[src/rtl/router_pkg.sv]
// Shared router definitions: flit field positions, flit types and framing helpers.
package router_pkg;

  localparam int unsigned DEFAULT_FLIT_W = 32;

  localparam int unsigned DEST_MSB = 31;
  localparam int unsigned DEST_LSB = 24;
  localparam int unsigned TYPE_MSB = 23;
  localparam int unsigned TYPE_LSB = 22;

  localparam logic [1:0] FT_BODY   = 2'b00;
  localparam logic [1:0] FT_HEAD   = 2'b01;
  localparam logic [1:0] FT_TAIL   = 2'b10;
  localparam logic [1:0] FT_SINGLE = 2'b11;

  typedef enum logic {
    FR_IDLE = 1'b0,
    FR_BUSY = 1'b1
  } frame_state_t;

  // Next framing state for a granted flit of type ft.
  function automatic frame_state_t frame_next(frame_state_t s, logic [1:0] ft);
    frame_state_t n;
    case (ft)
      FT_HEAD:   n = FR_BUSY;
      FT_SINGLE: n = FR_IDLE;
      FT_TAIL:   n = FR_IDLE;
      default:   n = s;
    endcase
    return n;
  endfunction

  // True when flit type ft is illegal in framing state s.
  function automatic logic frame_err(frame_state_t s, logic [1:0] ft);
    logic e;
    if (s == FR_IDLE) e = (ft == FT_BODY) || (ft == FT_TAIL);
    else              e = (ft == FT_HEAD) || (ft == FT_SINGLE);
    return e;
  endfunction

endpackage

[src/rtl/vc_credit_counter.sv]
// Saturating per-VC credit counter with a sticky overflow flag.
module vc_credit_counter #(
  parameter int unsigned DEPTH = 4,
  parameter int unsigned CW    = $clog2(DEPTH + 1)
) (
  input  logic          clk,
  input  logic          reset,
  input  logic          dec,
  input  logic          inc,
  output logic [CW-1:0] cnt,
  output logic          overflow
);

  localparam logic [CW-1:0] FULL = CW'(DEPTH);

  // Count consumed slots down and returned slots up; a return into a full counter saturates and flags.
  always_ff @(posedge clk or posedge reset) begin
    if (reset) begin
      cnt      <= FULL;
      overflow <= 1'b0;
    end else if (inc && !dec) begin
      if (cnt == FULL) overflow <= 1'b1;
      else             cnt      <= cnt + CW'(1);
    end else if (dec && !inc && cnt != '0) begin
      cnt <= cnt - CW'(1);
    end
  end

endmodule

[src/rtl/vc_link_scheduler.sv]
// Credit-aware round-robin scheduler of two VC buffers onto one output link.
module vc_link_scheduler
  import router_pkg::*;
#(
  parameter int unsigned FLIT_W       = DEFAULT_FLIT_W,
  parameter int unsigned CREDIT_DEPTH = 4,
  parameter int unsigned CW           = $clog2(CREDIT_DEPTH + 1)
) (
  input  logic              clk,
  input  logic              reset,
  input  logic              vc0_valid,
  input  logic [FLIT_W-1:0] vc0_flit,
  input  logic              vc1_valid,
  input  logic [FLIT_W-1:0] vc1_flit,
  output logic              vc0_pop,
  output logic              vc1_pop,
  input  logic [1:0]        credit_in,
  output logic              out_valid,
  output logic [FLIT_W-1:0] out_flit,
  output logic              out_vc,
  output logic [CW-1:0]     credit_cnt0,
  output logic [CW-1:0]     credit_cnt1,
  output logic              proto_err,
  output logic              credit_err
);

  logic         last_gnt;
  logic         elig0, elig1;
  logic         gnt0, gnt1;
  logic         ovf0, ovf1;
  logic [1:0]   ft0, ft1;
  frame_state_t fr0, fr1;

  assign ft0 = vc0_flit[TYPE_MSB:TYPE_LSB];
  assign ft1 = vc1_flit[TYPE_MSB:TYPE_LSB];

  // Eligibility and round-robin grant; on a tie the VC not granted last wins.
  always_comb begin
    elig0 = vc0_valid && (credit_cnt0 != '0);
    elig1 = vc1_valid && (credit_cnt1 != '0);
    gnt0  = elig0 && (!elig1 || last_gnt);
    gnt1  = elig1 && (!elig0 || !last_gnt);
  end

  assign vc0_pop    = gnt0;
  assign vc1_pop    = gnt1;
  assign credit_err = ovf0 | ovf1;

  vc_credit_counter #(.DEPTH(CREDIT_DEPTH), .CW(CW)) u_cc0 (
    .clk      (clk),
    .reset    (reset),
    .dec      (gnt0),
    .inc      (credit_in[0]),
    .cnt      (credit_cnt0),
    .overflow (ovf0)
  );

  vc_credit_counter #(.DEPTH(CREDIT_DEPTH), .CW(CW)) u_cc1 (
    .clk      (clk),
    .reset    (reset),
    .dec      (gnt1),
    .inc      (credit_in[1]),
    .cnt      (credit_cnt1),
    .overflow (ovf1)
  );

  // Link register, grant pointer and per-VC framing checks on granted flits.
  always_ff @(posedge clk or posedge reset) begin
    if (reset) begin
      out_valid <= 1'b0;
      out_flit  <= '0;
      out_vc    <= 1'b0;
      last_gnt  <= 1'b1;
      fr0       <= FR_IDLE;
      fr1       <= FR_IDLE;
      proto_err <= 1'b0;
    end else begin
      out_valid <= gnt0 | gnt1;
      if (gnt0) begin
        out_flit <= vc0_flit;
        out_vc   <= 1'b0;
        last_gnt <= 1'b0;
        fr0      <= frame_next(fr0, ft0);
        if (frame_err(fr0, ft0)) proto_err <= 1'b1;
      end else if (gnt1) begin
        out_flit <= vc1_flit;
        out_vc   <= 1'b1;
        last_gnt <= 1'b1;
        fr1      <= frame_next(fr1, ft1);
        if (frame_err(fr1, ft1)) proto_err <= 1'b1;
      end
    end
  end

endmodule

[config.mk]
export PLATFORM = sky130hd
export DESIGN_NAME = vc_link_scheduler
export DESIGN_NICKNAME = d
export VERILOG_FILES = /design/src/rtl/router_pkg.sv /design/src/rtl/vc_credit_counter.sv /design/src/rtl/vc_link_scheduler.sv
export SDC_FILE = /design/constraint.sdc
export NUM_CORES = 1
export LEC_CHECK = 0
export ABC_AREA = 1
export BUFFER_PORTS_ARGS = -buffer_cell sky130_fd_sc_hd__buf_2
export CAP_MARGIN = 15
export CORE_ASPECT_RATIO = 0.7
export CORE_MARGIN = 2
export CORE_UTILIZATION = 45
export DETAILED_ROUTE_END_ITERATION = 10
export GPL_TIMING_DRIVEN = 1
export PLACE_DENSITY = 0.9
export SYNTH_ARGS = -nofsm -noshare
export SYNTH_HDL_FRONTEND = slang
export SYNTH_SLANG_ARGS = --single-unit
[constraint.sdc]
create_clock -name clk -period 2.3 [get_ports clk]
set_input_delay 0.115 -clock clk [delete_from_list [all_inputs] [get_ports clk]]
set_output_delay 0.115 -clock clk [all_outputs]
set_load 0.05 [all_outputs]
Yosys cells after proc, flatten, opt, wreduce, memory -nomap -nowiden
Cells that the tools add are included.
{"block": "word_totals", "output_inout_bits": 44, "ff_bits": 46, "wordCells": 92}
{"block": "op_classes", "muxes": 21, "n_reduce_logical": 42, "bitwise_logic": 3, "n_eq_ne": 11, "n_addsub": 4}
{"cell": "two-way mux 32 bit", "count": 2}
{"cell": "two-way mux 3 bit", "count": 6}
{"cell": "nonzero test 2 bit", "count": 6}
{"cell": "two-way mux 1 bit", "count": 11}
{"cell": "logical AND 1 bit", "count": 10}
{"cell": "AND reduction 2 bit", "count": 5}
{"cell": "equality test 2 bit (second input constant)", "count": 4}
{"cell": "zero test 1 bit", "count": 7}
{"cell": "adder 3 x 1 -> 3 bit (second input constant)", "count": 2}
{"cell": "equality test 3 bit (second input constant)", "count": 2}
{"cell": "logical OR 1 bit", "count": 6}
{"cell": "AND reduction 3 bit", "count": 2}
{"cell": "nonzero test 3 bit", "count": 2}
{"cell": "subtractor 3 x 1 -> 3 bit (second input constant)", "count": 2}
{"cell": "equality test 2 x 1 -> 1 bit (second input constant)", "count": 2}
{"cell": "zero test 2 bit", "count": 2}
{"cell": "!= test 2 bit (second input constant)", "count": 2}
{"cell": "one-hot mux 1 bit (2 select lines)", "count": 2}
{"cell": "OR reduction 2 bit", "count": 2}
{"cell": "!= test 2 x 1 -> 1 bit (second input constant)", "count": 1}
{"cell": "bitwise OR 1 bit", "count": 2}
{"cell": "NOT 1 bit", "count": 1}

Longest topological paths before layout
{"block": "logic_depth", "word_depth": 10, "mapped_depth": 13, "ltp_nobuf": 13}

Modules after synthesis
From an unflattened synthesis, not the netlist that was laid out.
{"block": "unflattened", "hier_cells": 289, "hier_area_um2": 2381.0}
{"mod": "vc_link_scheduler", "area_per_inst_um2": 1865.5, "seq_area_each_um2": 952.2, "cells_per_inst": 223, "instances": 1}
{"mod": "vc_credit_counter", "area_per_inst_um2": 257.7, "seq_area_each_um2": 101.3, "cells_per_inst": 33, "instances": 2}

Worst setup path before layout
No wires, ideal clock.
{"block": "synth_timing", "path_kind": "register -> register", "from": "register u_cc0.cnt[0]", "to": "register u_cc1.cnt[2]", "stages_incl_launch_ff": 14, "setup_slack_ns": 0.218, "setup_time_ns": 0.072, "arrival_ns": 2.010, "required_ns": 2.228, "synth_period_minus_slack_ns": 2.082, "path_cell_list": "dfrtp_1 -> nor2_2 -> nand2_1 -> nand3_1 -> nand2_2 -> inv_4 -> nor2_1 -> inv_1 -> fa_1 -> nand3b_1 -> nand2_1 -> nand2_1 -> nand2_1 -> inv_1"}
{"block": "synth_between", "elab_chain_len": 9, "word_cells_on_any_way": 13}
{"item": "start: declaration", "line": "vc_credit_counter.sv:10", "source": "output logic [CW-1:0] cnt,"}
{"item": "start signal: assignment", "line": "vc_credit_counter.sv:23", "source": "else cnt <= cnt + CW'(1);"}
{"item": "start signal: assignment", "line": "vc_credit_counter.sv:25", "source": "cnt <= cnt - CW'(1);"}
{"item": "nonzero test 3 bit *", "line": "vc_link_scheduler.sv:39", "source": "elig0 = vc0_valid && (credit_cnt0 != '0);"}
{"item": "logical AND 1 bit *", "line": "vc_link_scheduler.sv:39"}
{"item": "zero test 1 bit *", "line": "vc_link_scheduler.sv:42", "source": "gnt1 = elig1 && (!elig0 || !last_gnt);"}
{"item": "logical OR 1 bit *", "line": "vc_link_scheduler.sv:42"}
{"item": "logical AND 1 bit *", "line": "vc_link_scheduler.sv:42"}
{"item": "zero test 1 bit or logical AND 1 bit (tied branches)", "line": "vc_credit_counter.sv:21, vc_credit_counter.sv:24"}
{"item": "logical AND 1 bit (on tied branches)", "line": "vc_credit_counter.sv:21, vc_credit_counter.sv:24"}
{"item": "!= test 2 bit (no line) or nonzero test 2 bit (tied branches)"}
{"item": "AND reduction 2 bit (no line)"}
{"item": "end signal: assignment", "line": "vc_credit_counter.sv:23"}
{"item": "end signal: assignment", "line": "vc_credit_counter.sv:25"}
{"item": "end: declaration", "line": "vc_credit_counter.sv:10"}
Every way passes the cells marked *; elsewhere a longest branch is shown, timed or not.
A chain may end at the register's enable or synchronous reset.

Final worst setup path
{"block": "layout_timing", "from": "register u_cc1.cnt[2]", "to": "output vc1_pop"}
{"block": "layout_between", "elab_chain_len": 3}
{"item": "nonzero test 3 bit", "line": "vc_link_scheduler.sv:40", "source": "elig1 = vc1_valid && (credit_cnt1 != '0);"}
{"item": "logical AND 1 bit", "line": "vc_link_scheduler.sv:40"}
{"item": "logical AND 1 bit", "line": "vc_link_scheduler.sv:42"}
{"item": "end: declaration", "line": "vc_link_scheduler.sv:16", "source": "output logic vc1_pop,"}
No other way between the ends.

==> impl_metrics.json <==
{
  "status": "completed",
  "period_needed_ns": 2.12,
  "drive_above_1_share_pct": 36.2,
  "cts_buffers": 5,
  "io_buffers": 113,
  "post_cts_buffers": 0,
  "cp_data_arrival_time_ns": 2.01,
  "ctsHtreeMaxLevel": 2,
  "antenna_found_initial": 0,
  "tightestPinTransition_ns": 0.928,
  "pin_count": 114,
  "grt_pass1_wl_um": 8750,
  "worstSetupPathType": "flop to output port",
  "finalWeightedCongestion": 0.879,
  "relSlewSlack_pct": 38.0,
  "dieArea_sq_um": 5440,
  "avgSynthCellArea_sq_um": 8.41,
  "clkSinkCount": 46,
  "syn-cell-area_sq_um": 2190,
  "syn_inst": 260,
  "final_antenna_net_count": 0,
  "peakVddDrop_mv": 0.804,
  "start_util_pct": 46.2,
  "use_met3_pct": 5.59,
  "use_met2_pct": 33.1,
  "hold_ws_ns": 0.0273,
  "start_kind": "flop",
  "min_period_over_period_pct": 92.2,
  "skew_ns": 0.00754,
  "synth_fp_nets": 332,
  "drc": 0,
  "num_rows": 21,
  "grt_max_degree": 47,
  "fmax_ghz": 0.472,
  "cts.path.max_buffers": 2,
  "p_switching_w": 0.00264,
  "p_leak_nw": 1.56,
  "path_clk_slew_ns": 0.08,
  "vias": 2097,
  "vias_per_cell": 4.88,
  "synth_seq_area_share_pct": 52.8,
  "busiest_layer": "met2",
  "hold_class": "primary input to asynchronous set/reset pin",
  "place_ws_ns": 0.333,
  "wl_per_cell_um": 12.2,
  "grt_overflow": 0,
  "firstDrtPassIters": 4,
  "rsz0062_at_grt": "false",
  "cap_violations": 0,
  "cp_max_fo": 34,
  "reg2regPathDepth": 12,
  "hpwlAfterDp_um": 3930,
  "layout_commonest_cell": "nand2_1",
  "post_cts_resized": 0,
  "die_y_um": 62.3,
  "nNetsFinal": 445,
  "cts_tree": "yes",
  "area_growth_pct": 29.3,
  "hold_viol": 0,
  "diodes": 0,
  "netlist-cell-type-count": 25,
  "fill_cells": 440,
  "clock_latency_ns": 0.28,
  "ys_warn_count": 0,
  "grt_pass1_vias": 2015,
  "die_w_um": 87.3,
  "cts_hold_buf": 0,
  "final_cell_mix": "nand2_1 (114), buf_2 (113), dfrtp_1 (43)",
  "intPower_w": 0.00206,
  "clock_power_share_pct": 9.6,
  "worstSetupEndpointType": "output port",
  "cts-root-buf": "clkbuf_8",
  "core_sq_um": 4730,
  "ys_ff_latch": 46,
  "fin_ws_ns": 0.180,
  "fin_tns_setup_ns": 0,
  "p_per_area_nw_per_um2": 1660,
  "cp.required_ns": 2.18,
  "met1_usage_pct": 26.4,
  "wirelength_um": 5240,
  "slew_violations": 0,
  "seq_power_share_pct": 30.8,
  "switching_share_pct": 56.2,
  "final_util_pct": 59.8,
  "gr-usage-all-layers_pct": 20.1,
  "drt_iter0_markers": 81,
  "setup_violations": 0,
  "combinationalPowerShare_pct": 59.6
}
[through the flow]
stage                     cell area (sq um)  total power, W  instances
after floorplan                        2190         0.00367        260
after global placement                 2750         0.00421        423
after detailed placement               2750         0.00428        423
after CTS                              2830         0.00474        430
after global routing                   2830         0.00503        430
final                                  2830         0.00470        430
[worst max-delay path: stages (launching register included)]
cell,delay (ns)
dfstp_2,0.56
inv_1,0.07
a21boi_1,0.19
nand2_2,0.16
inv_4,0.08
buf_4,0.33
buf_2,0.33
[worst paths after layout]
| path | startpoint | end | slack, ns |
|---|---|---|---|
| setup / recovery | u_cc1.cnt[2] | vc1_pop | 0.18 |
| hold / removal | reset | out_flit[23] | 0.03 |
| setup reg to reg | u_cc1.cnt[0] | u_cc1.cnt[2] | 0.32 |
| hold reg to reg | u_cc0.overflow | u_cc0.overflow | 0.48 |
| max in group asynchronous | reset | out_flit[9] | 1.68 |
| min in group clk | vc1_flit[24] | out_flit[24] | 0.05 |
[registers in the layout, indices dropped and copies added, names as in the netlist]
| register | flops |
|---|---|
| out_vc | 1 |
| fr0 | 1 |
| proto_err | 1 |
| u_cc0.overflow | 1 |
| u_cc0.cnt | 3 |
| out_flit | 32 |
| u_cc1.cnt | 3 |
| fr1 | 1 |
| last_gnt | 1 |
| out_valid | 1 |
| u_cc1.overflow | 1 |
[Yosys cell counts (all sizes together)]
| library cell | instances | share of area, % |
|---|---|---|
| nand2 | 117 | 21 |
| dfrtp | 43 | 49 |
| nand3 | 41 | 9.6 |
| inv | 16 | 3.0 |
| buf | 9 | 3.9 |
| nor2 | 9 | 1.7 |
| o21ai | 6 | 1.4 |
| dfstp | 3 | 3.6 |
| nand3b | 3 | 1.0 |
| a21boi | 2 | 0.86 |
| a21oi | 2 | 0.46 |
| fa | 2 | 1.8 |
| nand4 | 2 | 0.57 |
| xor2 | 2 | 0.80 |
| a31oi | 1 | 0.29 |
| o21bai | 1 | 0.51 |
| xnor2 | 1 | 0.40 |
[layout make-up]
| type | instances | area, sq um | area share (%) |
|---|---|---|---|
| multi-input cells | 189 | 881 | 31.1 |
| clock buffers | 7 | 76.3 | 2.70 |
| well taps | 57 | 71.3 | 2.52 |
| repair buffers | 115 | 581 | 20.5 |
| inverters | 16 | 65.1 | 2.30 |
| flip-flops and latches | 46 | 1150 | 40.8 |
[cells by family after synthesis]
| kind of cell | synth area share [%] |
|---|---|
| buffers and inverters | 6.92 |
| AND/OR/NAND/NOR | 33.8 |
| adder cells (fa/ha/maj) | 1.83 |
| AO/OA/AOI/OAI | 3.49 |
| XOR/XNOR | 1.20 |
| flip-flops | 52.8 |
[per-layer routing]
layer,routed length [um],share of wire [%]
met2,2480,47
met1,2370,45
met4,17,0.32
met5,0,0
met3,372,7.1
[power groups by stage]
stage               registers (W)  clock network, W  logic [W]
floorplan                 0.00270                 0   0.000970
CTS                       0.00144          0.000466    0.00283
detailed placement        0.00146                 0    0.00283
global placement          0.00144                 0    0.00277
finish                    0.00144          0.000451    0.00280
global route              0.00149          0.000509    0.00303
(Power assumes the default switching activity.)
